<file path="src/rtl/mem_wb_pipe.sv">
// MEM->WB pipeline register with a one-entry skid buffer.
// Holds up to two results (main drives out_*, skid holds the younger one),
// so in_ready depends only on local state and never on out_ready.
// Ports:
//   clk, rst                 rising-edge clock, synchronous active-high reset
//   flush                    discard all buffered entries
//   in_valid / in_ready      MEM-side handshake (in_ready = !skid_valid)
//   in_wd/in_wdata/in_wreg   GPR write address, data, enable
//   in_hi/in_lo/in_whilo     HI/LO data and write enable
//   out_valid / out_ready    WB-side handshake
//   out_*                    registered WB payload; enables forced 0 when not valid
//   occupancy                number of valid entries held (0..2)
module mem_wb_pipe #(
   parameter int unsigned DATA_W = 32,
   parameter int unsigned ADDR_W = 5
) (
   input  logic              clk,
   input  logic              rst,
   input  logic              flush,
   input  logic              in_valid,
   output logic              in_ready,
   input  logic [ADDR_W-1:0] in_wd,
   input  logic [DATA_W-1:0] in_wdata,
   input  logic              in_wreg,
   input  logic [DATA_W-1:0] in_hi,
   input  logic [DATA_W-1:0] in_lo,
   input  logic              in_whilo,
   output logic              out_valid,
   input  logic              out_ready,
   output logic [ADDR_W-1:0] out_wd,
   output logic [DATA_W-1:0] out_wdata,
   output logic              out_wreg,
   output logic [DATA_W-1:0] out_hi,
   output logic [DATA_W-1:0] out_lo,
   output logic              out_whilo,
   output logic [1:0]        occupancy
);

   typedef struct packed {
      logic [ADDR_W-1:0] wd;
      logic [DATA_W-1:0] wdata;
      logic              wreg;
      logic [DATA_W-1:0] hi;
      logic [DATA_W-1:0] lo;
      logic              whilo;
   } entry_t;

   entry_t     main_q, main_d;
   entry_t     skid_q, skid_d;
   logic       main_valid_q, main_valid_d;
   logic       skid_valid_q, skid_valid_d;
   logic [1:0] occ_q, occ_d;

   entry_t     in_entry;
   logic       accept;
   logic       consume;

   // Next-state: flush wins, then skid->main transfer, then load main or skid.
   always_comb begin
      main_d       = main_q;
      main_valid_d = main_valid_q;
      skid_d       = skid_q;
      skid_valid_d = skid_valid_q;
      occ_d        = occ_q;

      in_entry.wd    = in_wd;
      in_entry.wdata = in_wdata;
      in_entry.wreg  = in_wreg;
      in_entry.hi    = in_hi;
      in_entry.lo    = in_lo;
      in_entry.whilo = in_whilo;

      consume = main_valid_q & out_ready;
      // Entries presented during flush are ignored even if in_ready is high.
      accept  = in_valid & ~skid_valid_q & ~flush;

      if (flush) begin
         main_d       = '0;
         main_valid_d = 1'b0;
         skid_d       = '0;
         skid_valid_d = 1'b0;
      end else if (skid_valid_q) begin
         // in_ready is low here, so no new entry competes with the transfer.
         if (consume) begin
            main_d       = skid_q;
            main_valid_d = 1'b1;
            skid_valid_d = 1'b0;
         end
      end else if (!main_valid_q || consume) begin
         if (accept) begin
            main_d       = in_entry;
            main_valid_d = 1'b1;
         end else begin
            // Going empty: drop write enables so WB never sees a stale write.
            main_valid_d = 1'b0;
            main_d.wreg  = 1'b0;
            main_d.whilo = 1'b0;
         end
      end else if (accept) begin
         skid_d       = in_entry;
         skid_valid_d = 1'b1;
      end

      occ_d = 2'(main_valid_d) + 2'(skid_valid_d);
   end

   // State registers.
   always_ff @(posedge clk) begin
      if (rst) begin
         main_q       <= '0;
         skid_q       <= '0;
         main_valid_q <= 1'b0;
         skid_valid_q <= 1'b0;
         occ_q        <= 2'd0;
      end else begin
         main_q       <= main_d;
         skid_q       <= skid_d;
         main_valid_q <= main_valid_d;
         skid_valid_q <= skid_valid_d;
         occ_q        <= occ_d;
      end
   end

   assign in_ready  = ~skid_valid_q;
   assign out_valid = main_valid_q;
   assign out_wd    = main_q.wd;
   assign out_wdata = main_q.wdata;
   assign out_wreg  = main_q.wreg;
   assign out_hi    = main_q.hi;
   assign out_lo    = main_q.lo;
   assign out_whilo = main_q.whilo;
   assign occupancy = occ_q;

endmodule

</file>
<file path="config.mk">
export PLATFORM = sky130hd
export DESIGN_NAME = mem_wb_pipe
export DESIGN_NICKNAME = d
export VERILOG_FILES = /design/src/rtl/mem_wb_pipe.sv
export SDC_FILE = /design/constraint.sdc
export NUM_CORES = 1
export LEC_CHECK = 0
export BUFFER_PORTS_ARGS = -buffer_cell sky130_fd_sc_hd__buf_2
export CAP_MARGIN = 40
export CORE_AREA = 8 8 107 206
export CTS_BUF_LIST = sky130_fd_sc_hd__clkbuf_2 sky130_fd_sc_hd__clkbuf_4 sky130_fd_sc_hd__clkbuf_8
export DETAILED_ROUTE_END_ITERATION = 16
export DIE_AREA = 0 0 115 214
export HOLD_SLACK_MARGIN = 0.05
export PLACE_DENSITY_LB_ADDON = 0.08
export SLEW_MARGIN = 20
export SYNTH_ARGS = -nofsm -noshare
export SYNTH_HDL_FRONTEND = slang
export SYNTH_SLANG_ARGS = --single-unit
export TNS_END_PERCENT = 5
</file>
<file path="constraint.sdc">
create_clock -name clk -period 1.6 [get_ports clk]
set_input_delay 0 -clock clk [delete_from_list [all_inputs] [get_ports clk]]
set_output_delay 0 -clock clk [all_outputs]
set_load 0.02 [all_outputs]
</file>
; Word level (Yosys, flattened, before mapping)
; Cells that the tools add are included.
[word_totals]
regBits = 210
inputBits = 108
output_inout_bits = 107
wordCells = 47
[op_classes]
addsub = 1
n_eq_ne = 1
n_mux = 16
bitwise_logic = 6
n_reduce_logical = 8
[op_table]
columns = operator, n
row1 = 103-bit two-way mux, 3
row2 = 64-bit two-way mux, 1
row3 = 37-bit two-way mux, 1
row4 = 1-bit two-way mux, 11
row5 = 3-bit AND reduction, 2
row6 = 2-bit nonzero test, 2
row7 = 1-bit AND, 3
row8 = 1-bit NOT, 3
row9 = 1-bit by 1-bit adder with 2-bit output, 1
row10 = 2-bit by 1-bit inequality test with 1-bit output (second input constant), 1
row11 = 2-bit AND reduction, 1
row12 = 2-bit OR reduction, 1
row13 = 1-bit logical NOT, 1
row14 = 1-bit logical OR, 1

; Logic depth before layout (Yosys ltp)
; Gate-level depths: netlist of run 1.
[logic_depth]
depth_word = 8
depth_mapped = 8

; Least setup slack after synthesis of run 1
; No wires, ideal clock.
[synth_path]
path_kind = reg2reg
from = register skid_valid_q
to = register occ_q[0] (netlist: occupancy[0])
arrival_time_ps = 1663
path_slack_ps = -176
path_stages_with_launch = 9
period_less_slack_ps = 1776
path_cell_list = dfxtp_1 buf_2 buf_2 buf_2 inv_1 a22oi_1 nor2_1 ha_1 nor2b_1
[synth_between]
elab_chain_cells = 8
word_cells_on_any_way = 11
classes_between = 1 x add/sub / 7 x mux / 3 x bitwise
[synth_rtl]
columns = element, line_no
row1 = from (decl), 51  ; logic skid_valid_q, skid_valid_d;
row2 = from (signal assigned), 119  ; skid_valid_q <= skid_valid_d;
row3 = 1-bit NOT (no line), --
row4 = net in_ready, 21  ; output logic in_ready,
row5 = 1-bit AND (2 in series), 75  ; accept = in_valid & ~skid_valid_q & ~flush;
row6 = 1-bit two-way mux, "90, 99"
row7 = 1-bit two-way mux, 89  ; end else if (!main_valid_q || consume) begin
row8 = 1-bit two-way mux, 82  ; end else if (skid_valid_q) begin
row9 = 1-bit two-way mux, 77  ; if (flush) begin
row10 = net main_valid_d, 50  ; logic main_valid_q, main_valid_d;
row11 = 1-bit by 1-bit adder with 2-bit output, 104  ; occ_d = 2'(main_valid_d) + 2'(skid_valid_d);
row12 = net occ_d[0], 52  ; logic [1:0] occ_q, occ_d;
row13 = to (signal assigned), 114  ; occ_q <= 2'd0;
row14 = to (signal assigned), 120  ; occ_q <= occ_d;
row15 = to (decl), 52
; The timed path passes the listed nets, and every way through them passes these cells.
; A chain may end at the register's enable or synchronous reset.

; Final worst setup path of run 1
[layout_path]
from = register skid_valid_q
to = register skid_q[69] in the netlist's numbering
[layout_between]
elab_chain_cells = 4
[layout_rtl]
columns = element, line_no
row1 = 1-bit NOT (no line) *, --
row2 = 1-bit AND (2 in series), 75
row3 = 3-bit AND reduction (no line) *, --
row4 = to (signal assigned), 117  ; skid_q <= skid_d;
row5 = to (decl), 49  ; entry_t skid_q, skid_d;
; Mark *: on every way between the ends. The rest lies on a longest branch, timed or not.

==> results of run 1 <==
power groups by stage:
stage | Combinational (W) | Clock [W] | Sequential, W
after global routing | 0.00140 | 0.00487 | 0.00535
after detailed placement | 0.00109 | 0 | 0.00546
after CTS | 0.00130 | 0.00465 | 0.00534
after global placement | 0.00107 | 0 | 0.00546
after floorplan | 0.000636 | 0 | 0.00554
final | 0.00129 | 0.00449 | 0.00534
worst max path at each step:
stage            startpoint       endpoint
5_1_grt        skid_valid_q  out_wdata[26]
3_3_place_gp   skid_valid_q     skid_q[61]
4_1_cts           out_valid   skid_valid_q
2_1_floorplan  skid_valid_q   occupancy[0]
6_report       skid_valid_q     skid_q[69]
3_5_place_dp   skid_valid_q     skid_q[94]
synth_stat cells, drive strengths merged:
cell | count | share of area
nand2 | 408 | 0.16
dfxtp | 210 | 0.44
mux2i | 204 | 0.21
mux2 | 101 | 0.12
buf | 59 | 0.050
clkbuf | 23 | 0.0091
a21oi | 3 | 0.0016
a22oi | 3 | 0.0023
nor2 | 3 | 0.0014
nor2b | 3 | 0.0019
nor3 | 2 | 0.0010
o31ai | 2 | 0.0016
and2 | 1 | 0.00065
and3b | 1 | 0.00091
ha | 1 | 0.0013
inv | 1 | 0.00039
nand2b | 1 | 0.00065
nor3b | 1 | 0.0013
nor4 | 1 | 0.00065
o22ai | 1 | 0.00065
or2 | 1 | 0.00065
layout make-up:
| class | instances | area share |
|---|---|---|
| clock buffers | 53 | 0.0506 |
| inverters | 1 | 0.000592 |
| repair buffers | 349 | 0.204 |
| well taps | 259 | 0.0256 |
| flip-flops and latches | 210 | 0.332 |
| multi-input cells | 737 | 0.387 |
| clock inverters | 1 | 0.000395 |
layer usage:
layer | vias up | global-route usage
li1 | 3981 | -
met1 | 3615 | 0.201
met2 | 166 | 0.354
met3 | 39 | 0.0372
met4 | 0 | 0.0790
met5 | - | 0
sequential cells by signal, indices dropped and copies added, names as in the netlist:
| name | count |
|---|---|
| skid_q | 103 |
| out_lo | 32 |
| out_hi | 32 |
| out_wdata | 32 |
| out_wreg | 1 |
| out_wd | 5 |
| occupancy | 2 |
| out_whilo | 1 |
| skid_valid_q | 1 |
| out_valid | 1 |
metrics by stage:
step	hold WS, ns	worst slack, ns	instances
finish	0.233	0.102	1610
global route	0.205	0.0145	1610
CTS	0.180	0.0687	1610
detailed placement	0.265	0.109	1447
global placement	0.258	0.149	1447
floorplan	0.0716	0.0125	1030
what timing repair did:
action,CTS,global route
hold buffers,109,0
hold endpoints to repair,210,0
resized for setup,0,2
setup endpoints to repair,0,6
setup buffers,0,0
critical path, cell delays in order (launching register included):
cell and delay (ns):
dfxtp_4 0.40, nor3b_2 0.22, and3b_4 0.29, buf_12 0.26, mux2i_1 0.23
logic make-up after synthesis:
family,share of synthesized area
adder cells (fa/ha/maj),0.00130
AO/OA/AOI/OAI,0.00609
AND/OR/NAND/NOR,0.168
buffers and inverters,0.0596
flip-flops,0.436
multiplexers,0.329
==> results.cfg, run 1 <==
[cells_and_area]
layout_common_cells = nand2_1, buf_2, dfxtp_1, mux2i_1, dlygate4sd3_1
nets = 1438
drive_gt1_frac = 0.300
final_area_um2 = 12700
antenna_cells = 0
fillers = 1619
layout.cells.most_common = nand2_1
final_core_util = 0.657
seq_area_um2 = 4210
multi_input_area_um2 = 4900
area_growth_pct = 31.3

[floorplan]
die_h_um = 214
rows = 72
start_util = 0.501
die_area_um2 = 24600
ios = 215
coreArea_um2 = 19300
die_x_um = 115

[setup_path]
crit_arrival_ns = 1.99
r2r-start = skid_valid_q
r2r_end = skid_q[69]
critPathCaptureType = flop
ff2ff_path_depth = 4
worstPathMaxFanout = 36
required_ns = 2.09
critPathKind = flop to flop
worstSetupStartpointType = flop
r2r_setup_slack_ns = 0.10

[pwr]
clkPwrFrac = 0.404
power.switching_w = 0.00267
p_seq_frac = 0.481
total_power_w = 0.0111
power_leakage_nw = 5.50
p_int_w = 0.00844
switching_share = 0.241
powerDensity_nw_per_um2 = 877
ir_worst_vdd_mv = 0.563
p_comb_frac = 0.116

[synth]
synth_cell_types = 27
netlist_instances = 1030
avgSynthCellArea_um2 = 9.37
netlist_area_um2 = 9650
synth_nets = 1139
yosysWarnings = 0
yosysSeqAreaShare = 0.436
ys_seq_elements = 210

[drt]
totalWireLength_um = 23800
vias_per_cell = 4.85
drt_pre_antenna_iters = 4
drt_iter0_drc = 384
wl_per_cell_um = 14.8
via_count = 7801
wl_met3_um = 1130
ant_nets = 0
dr_wl_met2_um = 12500
drcViolationCount = 0
top_layer = met4
met1Wirelength_um = 9550

[global_route]
grt_pass1_wl_um = 38800
grt_overflow_total = 0
grt_max_degree = 122
grt_pass1_vias = 8028
grt_use_total = 0.191
antenna_found_initial = 0

[sta]
relSlewSlack = 0.682
tightestPinTransition_ns = 0.477
period_minus_slack_ns = 1.50
clock.fmax_mhz = 668
rsz0062_at_grt = false
period_share = 0.936
skew_ns = 0.00971
finalHoldViolCount = 0
drv_slew = 0
final.setup.tns_ns = 0
finalSetupViolations = 0

[clocking]
clockBufferDepth = 3
cts_sinks = 210
clockRootBuffer = clkbuf_8
numCtsBuffers = 30
htreeDepth = 1
clk_pin_slew_ns = 0.06
clk_latency_ns = 0.57
cts_tree = done

[job]
drv_cap = 0

[placed_design]
dpl_cell_area_um2 = 10900
dp_hpwl_um = 15800
io_buffers = 214
gp_congestion = 0.749

[run_status]
status = complete, no violations

[min_path]
min_to = skid_q[93]
hp-start = in_wdata[27]
hold_path_class = input pin to flop
whs_path_depth = 4
No activity file was read; power rests on OpenSTA's default activity.
==> run 2, diff against run 1 <==
ABC_CLOCK_PERIOD_IN_PS = 1600   (was unset)
PLACE_DENSITY = 0.83   (was unset)
PLACE_DENSITY_LB_ADDON = unset   (was 0.08)
==> run 2 against run 1 <==
Largest power group unchanged. Sequential share of layout area is 0.81 points lower. Power is 3.0% higher. Highest routed layer unchanged. Critical path type unchanged. Global-route usage is 4.6 points higher. Final cell count is 2.1% higher. Critical path depth is 1 higher. Sequential power hardly changed. Clock power is 4.7% higher.
==> results.cfg, run 2 (synthesized netlist as in run 1, its figures left out) <==
[cells_and_area]
largest_register_ffs = 103
area_growth_pct = 34.6
multi_input_area_um2 = 4920
seq_area_um2 = 4210
top_register = skid_q
fillers = 1354
layout.cells.most_common = nand2_1
finalNonFillerCells = 1644
nets = 1467
layout_common_cells = nand2_1, buf_2, dfxtp_1, mux2i_1, dlygate4sd3_1
drive_gt1_frac = 0.313

[setup_path]
worstSetupStartpointType = flop
crit_arrival_ns = 2.05
crit_start = skid_valid_q
ff2ff_path_depth = 5
critPathBufInv = 2
worstPathMaxFanout = 16
critPathCaptureType = flop
crit_slowest_cell = dfxtp_4
slowest_delay_ns = 0.39
cpLargestDelayFamily = simple AND/OR/NAND/NOR gates
r2r-start = skid_valid_q
path_common_cell = buf_12
crit_chain = nor3b_2, and3b_4, buf_12, buf_12, mux2i_4
required_ns = 2.07
r2r_end = skid_q[30]
critPathKind = flop to flop
r2r_setup_slack_ns = 0.01

[pwr]
power_leakage_nw = 5.66
total_power_w = 0.0115
powerDensity_nw_per_um2 = 882
ir_worst_vdd_mv = 0.881

[global_route]
use_met2 = 0.414
grt_use_total = 0.237
grt-busiest-layer = met2
use_met3 = 0.0480
grt_pass1_vias = 9028
grt_max_degree = 80
grt_pass1_wl_um = 46800
grt_use_met1 = 0.243
grt_overflow_total = 0
antenna_found_initial = 5

[clocking]
clockRootBuffer = clkbuf_8
clk_latency_ns = 0.56
cts_tree = done
clockBufferDepth = 3
clk_pin_slew_ns = 0.08
htreeDepth = 1
cts_sinks = 210
numCtsBuffers = 28

[drt]
via_count = 8551
drt_pre_antenna_iters = 4
wl_per_cell_um = 17.7
vias_per_cell = 5.20
totalWireLength_um = 29100
drcViolationCount = 0
ant_nets = 0
drt_iter0_drc = 433

[sta]
finalHoldViolCount = 0
finalSetupViolations = 0
period_share = 0.991
relSlewSlack = 0.798
tightestPinTransition_ns = 0.303
clock.fmax_mhz = 631
rsz0062_at_grt = true
period_minus_slack_ns = 1.59
skew_ns = 0.0264
drv_slew = 0

[floorplan]
start_util = 0.501
die_area_um2 = 24600
coreArea_um2 = 19300
ios = 215
die_h_um = 214
rows = 72
die_x_um = 115

[run_status]
status = complete, no violations

[placed_design]
gp_congestion = 0.777
io_buffers = 214
dp_hpwl_um = 17200
dp_cells = 1471

[min_path]
whs_path_depth = 4
min_to = skid_q[89]
hold_path_class = input pin to flop
hp-start = in_wdata[23]

[job]
drv_cap = 0
[run 2: how the worst max path moves through the flow]
| stage | end | slack (ns) | cells after the start |
|---|---|---|---|
| 3_5_place_dp | skid_q[102] | -0.01 | 4 |
| 5_1_grt | skid_q[41] | -0.03 | 5 |
| 6_report | skid_q[30] | 0.01 | 5 |
| 2_1_floorplan | occupancy[0] | 0.01 | 8 |
| 4_1_cts | skid_q[29] | 0.09 | 5 |
| 3_3_place_gp | skid_q[97] | 0.05 | 4 |
[run 2: final cells by class]
cell class	instances	share of cell area
Tap cell	259	0.0250
Timing Repair Buffer	380	0.220
Inverter	1	0.000578
Clock buffer	42	0.0407
Multi-Input combinational cell	737	0.379
Sequential cell	210	0.324
Clock inverter	10	0.00983
Antenna cell	5	0.000963
[run 2: metrics by stage]
step	utilization	worst slack [ns]	hold slack (ns)	cell area, um2	TNS (ns)
6_report	0.674	0.0142	0.249	13000	0
5_1_grt	0.674	-0.0265	0.257	13000	-0.106
4_1_cts	0.671	0.0897	0.221	12900	0
3_5_place_dp	0.576	-0.0133	0.267	11100	-0.0307
3_3_place_gp	0.576	0.0536	0.257	11100	0
2_1_floorplan	-	0.0125	0.0716	9670	0
[run 2: timing repair]
action / CTS / global route
buffers inserted: 3 / 0
pin swaps: 1 / 1
resized for setup: 0 / 6
hold endpoints to repair: 210 / 0
setup endpoints to repair: 14 / 7
hold buffers: 113 / 0
[run 2: routing by layer]
| metal | vias to the layer above | share of wire |
|---|---|---|
| li1 | 4051 | - |
| met3 | 143 | 0.054 |
| met4 | 0 | 0.071 |
| met1 | 4022 | 0.35 |
| met2 | 335 | 0.52 |
| met5 | - | 0 |
[run 2: power by group]
| part | total (W) | internal (W) | leakage [nW] | switching [W] |
|---|---|---|---|---|
| Clock | 0.00470 | 0.00261 | 0.347 | 0.00209 |
| Sequential | 0.00534 | 0.00530 | 1.70 | 0.0000462 |
| Combinational | 0.00141 | 0.000710 | 3.61 | 0.000700 |
| Total | 0.0115 | 0.00862 | 5.66 | 0.00284 |
[run 2: worst reg2reg max path: cells and delay by family (launching register included)]
kind | cells | cell delay (ns)
multiplexers | 1 | 0.25
AND/OR/NAND/NOR | 2 | 0.53
buffers and inverters | 2 | 0.34
flip-flops | 1 | 0.39
